--- src/rtl/cluster_clock_divider.sv ---
// cluster_clock_divider: per-channel clock divider with glitch-free ratio changes and a latch-gated bypass
module cluster_clock_divider #(
  parameter int NUM_CLK     = 1,
  parameter int DIV_WIDTH   = 8,
  parameter int DEFAULT_DIV = 1
) (
  input  logic                           clk_i,
  input  logic                           rst_ni,
  input  logic                           test_mode_i,
  input  logic [NUM_CLK-1:0]             en_i,
  input  logic [NUM_CLK*DIV_WIDTH-1:0]   div_i,
  input  logic [NUM_CLK-1:0]             div_valid_i,
  output logic [NUM_CLK-1:0]             div_ready_o,
  output logic [NUM_CLK-1:0]             clk_o
);
  typedef enum logic {IDLE, PENDING} state_e;
  localparam logic [DIV_WIDTH-1:0] ONE = DIV_WIDTH'(1);
  localparam logic [DIV_WIDTH:0] ONE_W = (DIV_WIDTH+1)'(1);
  for (genvar g = 0; g < NUM_CLK; g++) begin : g_ch
    state_e state_q, state_d;
    logic [DIV_WIDTH-1:0] div_q, div_pend, cnt;
    logic [DIV_WIDTH:0] half;
    logic clk_div_q, run_q, en_q, rdy_q, clk_en_l;
    logic bypass, last, accept, apply;
    assign bypass = div_q < DIV_WIDTH'(2);
    assign last = cnt == div_q - ONE;
    assign half = ({1'b0, div_q} + ONE_W) >> 1;
    assign div_ready_o[g] = rdy_q && state_q == IDLE;
    assign accept = div_valid_i[g] && div_ready_o[g];
    // a stopped or bypassed channel has no phase to protect, so it may switch at once
    assign apply = state_q == PENDING && (bypass || !run_q || last);
    always_comb state_d = state_q == IDLE ? (accept ? PENDING : IDLE) : (apply ? IDLE : PENDING);
    always_ff @(posedge clk_i) begin
      if (!rst_ni) begin
        state_q   <= IDLE;
        div_q     <= DIV_WIDTH'(DEFAULT_DIV);
        div_pend  <= '0;
        cnt       <= '0;
        clk_div_q <= 1'b0;
        run_q     <= 1'b0;
        en_q      <= 1'b0;
        rdy_q     <= 1'b0;
      end else begin
        state_q <= state_d;
        rdy_q   <= 1'b1;
        en_q    <= en_i[g];
        if (accept) div_pend <= div_i[g*DIV_WIDTH +: DIV_WIDTH];
        if (bypass) begin
          cnt       <= '0;
          clk_div_q <= 1'b0;
          run_q     <= 1'b0;
        end else if (run_q) begin
          clk_div_q <= {1'b0, cnt} < half;
          cnt       <= last ? '0 : cnt + ONE;
          if (last) run_q <= en_i[g];
        end else begin
          clk_div_q <= 1'b0;
          cnt       <= '0;
          run_q     <= en_i[g];
        end
        if (apply) begin
          div_q <= div_pend;
          cnt   <= '0;
        end
      end
    end
    // tc_clk_gating: enable is captured while clk_i is low so the gated clock never glitches
    always_latch if (!clk_i) clk_en_l <= en_q;
    assign clk_o[g] = test_mode_i ? clk_i : bypass ? (clk_i & clk_en_l) : clk_div_q;
  end
endmodule

--- config.mk ---
export PLATFORM = sky130hd
export DESIGN_NAME = cluster_clock_divider
export DESIGN_NICKNAME = d
export VERILOG_FILES = /design/src/rtl/cluster_clock_divider.sv
export SDC_FILE = /design/constraint.sdc
export NUM_CORES = 1
export LEC_CHECK = 0
export ABC_AREA = 1
export CAP_MARGIN = 15
export CORE_UTILIZATION = 41
export DETAILED_ROUTE_END_ITERATION = 16
export PLACE_DENSITY = 0.61
export SKIP_CTS_REPAIR_TIMING = 1
export SLEW_MARGIN = 20
export SYNTH_ARGS = -nofsm -noshare
export SYNTH_HDL_FRONTEND = slang
export SYNTH_SLANG_ARGS = --single-unit
--- constraint.sdc ---
create_clock -name clk_i -period 2.8 [get_ports clk_i]
set_clock_uncertainty 0.15 [all_clocks]
set_input_delay 0.28 -clock clk_i [delete_from_list [all_inputs] [get_ports clk_i]]
set_output_delay 0.28 -clock clk_i [all_outputs]
set_load 0.03 [all_outputs]
# [After elaboration in Yosys (flattened, before gate mapping)]
# Index checks and enable logic that the tools add are counted.
[totals] latchBits=1 word_cells=37 regBits=29
[op_classes] n_lt_le_gt_ge=2 mux=9 bitwise_logic=4 n_addsub=3 n_reduce_logical=9 eq_ne=1
[op_table] op="$add 8x1->9 const B" count=1
[op_table] op="$mux 1" count=9
[op_table] op="$add 8x1->8 const B" count=1
[op_table] op="$eq 8x8->1" count=1
[op_table] op="$lt 8x2->1 const B" count=1
[op_table] op="$lt 8x8->1" count=1
[op_table] op="$sub 8x1->8 const B" count=1
[op_table] op="$reduce_or 5->1" count=1
[op_table] op="$logic_and 1x1->1" count=3
[op_table] op="$not 1->1" count=3
[op_table] op="$reduce_or 3->1" count=1
[op_table] op="$logic_or 1x1->1" count=2
[op_table] op="$reduce_or 2->1" count=1
[op_table] op="$and 1x1->1" count=1
[op_table] op="$logic_not 1->1" count=1

# [Longest topological paths before layout]
[depth] ltp_word=6 depth_mapped=15

==> metrics.md <==
| Metric | Value |
|---|---|
| Most common library cell in the layout ignoring fill and taps | nand2_1 |
| Synth top area share | 33.4% |
| First-pass GRT wire length | 5700 microns |
| Crit path launch type | latch |
| Vias in the first global route | 1365 |
| Slowest stage cell, crit path | dlxtn_1 |
| Global-route track usage on met1 | 20.7% |
| Fraction of layout instances using a drive strength above 1 | 8.63% |
| Global-route met2 utilization | 26.8% |
| Final setup viols | 2 |
| Hold violation total from the final report | 0 |
| Antenna violations before repair | 0 |
| Number of I/O pins | 15 |
| Count of cell types in the netlist | 27 |
| Cell Pwr Density | 651 nW/um^2 |
| Startpoint of the most critical hold path | g_ch[0].en_q |
| First-pass DRT Iterations | 4 |
| Synthesized flop and latch total | 30 |
| Yosys synthesis warning count | 0 |
| Chip Width | 67.2 microns |
| Area of the die | 4510 sq um |
| Number of nets with antenna violations after routing | 0 |
| Final hold slack | 0.245 ns |
| Final worst-path setup slack | -0.290 ns |
| Violated checks | negative setup slack |
| Largest cells by area after synthesis | dfxtp_1 (33%), nand2_1 (13%), nor2_1 (7.5%), inv_1 (7.3%), ha_1 (7.2%) |
| Avg Inst Size Synth | 6.72 sq um |
| Fill cells | 417 |
| Final Total Pwr | 0.00136 W |
| Number of placement rows | 23 |
| Critical path's top delay family | latches |
| Number of non-filler instances in the completed layout | 328 |
| Ordered cell list for the critical path | nand2_1 > nor2_1 > a21oi_1 > o21ai_2 > buf_6 |
| Number of enable flip-flop cells after synthesis | 0 |
| Most used cells in the layout excluding fill and tap cells | nand2_1 (60), nor2_1 (35), inv_1 (34) |
| Area added between synthesis and finish | 20.3% |
| Residual DRC | 0 |
| Pin count of the biggest net entering global routing | 18 |
| Routability congestion estimate from global placement | 0.776 |
| Number of pins with negative max-slew slack in the final report | 0 |
| Detail Placement HPWL | 2460 microns |
| Worst EP arrival | 2.66 ns |
| Reg-to-reg setup timing slack | 0.66 ns |
| GRT Total Usage | 17.9% |
| Dominant register cell in the synthesized netlist | dfxtp_1 |
| Number of violations reported at the end of detailed-routing iteration 0 | 44 |
| Initial core utilization | 43.2% |
| Post-Synthesis Cell Area | 1740 sq um |
| Average via count per standard cell | 4.63 |
| Hold EP | g_ch[0].clk_en_l |
| Number of port buffers | 14 |
| Beginning of the worst register-to-register path | g_ch[0].div_q[0] |
| Largest voltage drop on the vdd net | 0.315 mV |
| Cell leakage power | 0.927 nW |
| Routed len/inst | 10.4 microns |
| CTS tree | yes |
| Net count of the finished layout | 299 |
| Post-synthesis instance total | 259 |
| Least-Margin Pin Slew | 0.417 ns |
| Routed vias | 1517 |
| Crit path buf inv count | 1 |
| RSZ-0062 raised after global routing | true |
| Busiest layer in global routing | met2 |
| Rel. slew slack | 72.1% |
| Utilization of the core after routing | 52.0% |
| Synth Net Count | 282 |
| Proportion of synthesized flip-flops having asynchronous set or reset | 0% |
| Cell type contributing the most total cell area after synthesis | dfxtp_1 |
| Worst flop-to-flop path endpoint | g_ch[0].cnt[7] |
| Data required, critical path | 2.37 ns |
| Cells after DPL | 315 |
| Number of cells on the worst reg-to-reg path | 12 |
| Category of the critical setup timing path | latch -> out |
| CTS clock-pin slew for the worst setup and hold paths | 0.07 ns |
| Status | finished, violations left |
| Total wirelength of the detailed-routed design | 3400 microns |
| Max-cap check violation count | 0 |
| Core ar. | 4030 sq um |
| Die Height | 67.2 microns |
| Depth of the worst hold-timing path | 0 |
| Delay of the slowest critical-path stage | 0.39 ns |
| Sequential cell area | 596 sq um |
| Min-delay worst type | reg -> latch |
| Congestion Overflow GR | 0 |
| Top fanout value on the critical path | 1 |
| Antenna diodes | 0 |
| Clock latency at the later pin of the worst-skew pair | 0.40 ns |
| GR met3 Demand/Resource | 9.97% |
| Combined area of the multi-input logic cells | 951 sq um |
| Type of destination of the critical path | output port |
==> sequential cells by signal (all words and copies together), names as in the netlist <==
register / cells
g_ch.clk_div_q: 1
g_ch.clk_en_l: 1
g_ch.cnt: 8
g_ch.div_pend: 8
g_ch.div_q: 8
g_ch.en_q: 1
g_ch.rdy_q: 1
g_ch.run_q: 1
g_ch.state_q: 1
==> how the worst max path moves through the flow <==
stage	startpoint	end	slack, ns	depth (start not counted)
2_1_floorplan	g_ch[0].clk_en_l	clk_o	0.12	4
3_3_place_gp	g_ch[0].clk_en_l	clk_o	-0.34	5
3_5_place_dp	g_ch[0].clk_en_l	clk_o	-0.34	5
4_1_cts	g_ch[0].clk_en_l	clk_o	-0.83	5
5_1_grt	g_ch[0].clk_en_l	clk_o	-0.36	5
6_report	g_ch[0].clk_en_l	clk_o	-0.29	5
==> Yosys cell counts (2+ instances only) <==
| cell | count |
|---|---|
| a21oi_1 | 21 |
| buf_2 | 2 |
| buf_6 | 3 |
| clkbuf_1 | 3 |
| dfxtp_1 | 29 |
| ha_1 | 10 |
| inv_1 | 34 |
| nand2_1 | 60 |
| nand3_1 | 20 |
| nor2_1 | 35 |
| nor2_2 | 3 |
| nor3_1 | 5 |
| o21ai_0 | 9 |
| o21ai_1 | 3 |
| xnor2_1 | 4 |
| xor2_1 | 7 |
==> worst reg2reg max path, stage by stage, from the launching register on <==
cell and delay [ns]:
dfxtp_1 0.40, inv_1 0.10, ha_1 0.34, inv_1 0.06
nand2_1 0.05, nand2_1 0.06, nand2_1 0.06, nor2_1 0.10
nand2_1 0.06, nor2_1 0.12, nand3_2 0.13, nand3_1 0.31
nor2_1 0.10
==> where the power goes <==
group	switching (W)	internal, W	total, W	leakage [nW]
clock network	0.000244	0.000495	0.000738	0.114
logic	0.0000931	0.0000692	0.000162	0.568
registers	0.0000186	0.000443	0.000462	0.245
total	0.000356	0.00101	0.00136	0.927
==> cells by family (layout without fill, tap and decap cells) <==
group | after synthesis | in the layout | share of synthesized area, %
AOI/OAI and AO/OA | 35 | 35 | 10.4
xor gates and xnor gates | 11 | 11 | 5.54
adders and majority gates | 10 | 10 | 7.19
buffers and inverters | 45 | 64 | 11.4
and+or+nand+nor | 128 | 128 | 31.3
latches | 1 | 1 | 0.862
DFF | 29 | 29 | 33.4
==> per-layer routing <==
layer  vias up  part of all wire, %
li1        845                    -
met1       641                   50
met2        27                   45
met3         4                  4.6
met4         0                  1.1
met5         -                    0
==> metrics by stage <==
stage | instance area, sq um | worst slack [ns] | TNS [ns]
2_1_floorplan | 1740 | 0.122 | 0
3_3_place_gp | 1900 | -0.339 | -0.339
3_5_place_dp | 1900 | -0.342 | -0.342
4_1_cts | 2090 | -0.829 | -0.829
5_1_grt | 2090 | -0.364 | -0.364
6_report | 2090 | -0.290 | -0.290
==> area by class of cell <==
cell class | instances | area share, %
multi-input combinational | 184 | 45.4
sequential | 30 | 28.5
clock buffer | 13 | 8.49
timing repair buffer | 15 | 6.93
inverter | 35 | 6.28
tap | 50 | 2.99
clock inverter | 1 | 1.43
Note: power is estimated with default switching activity, not from simulation.
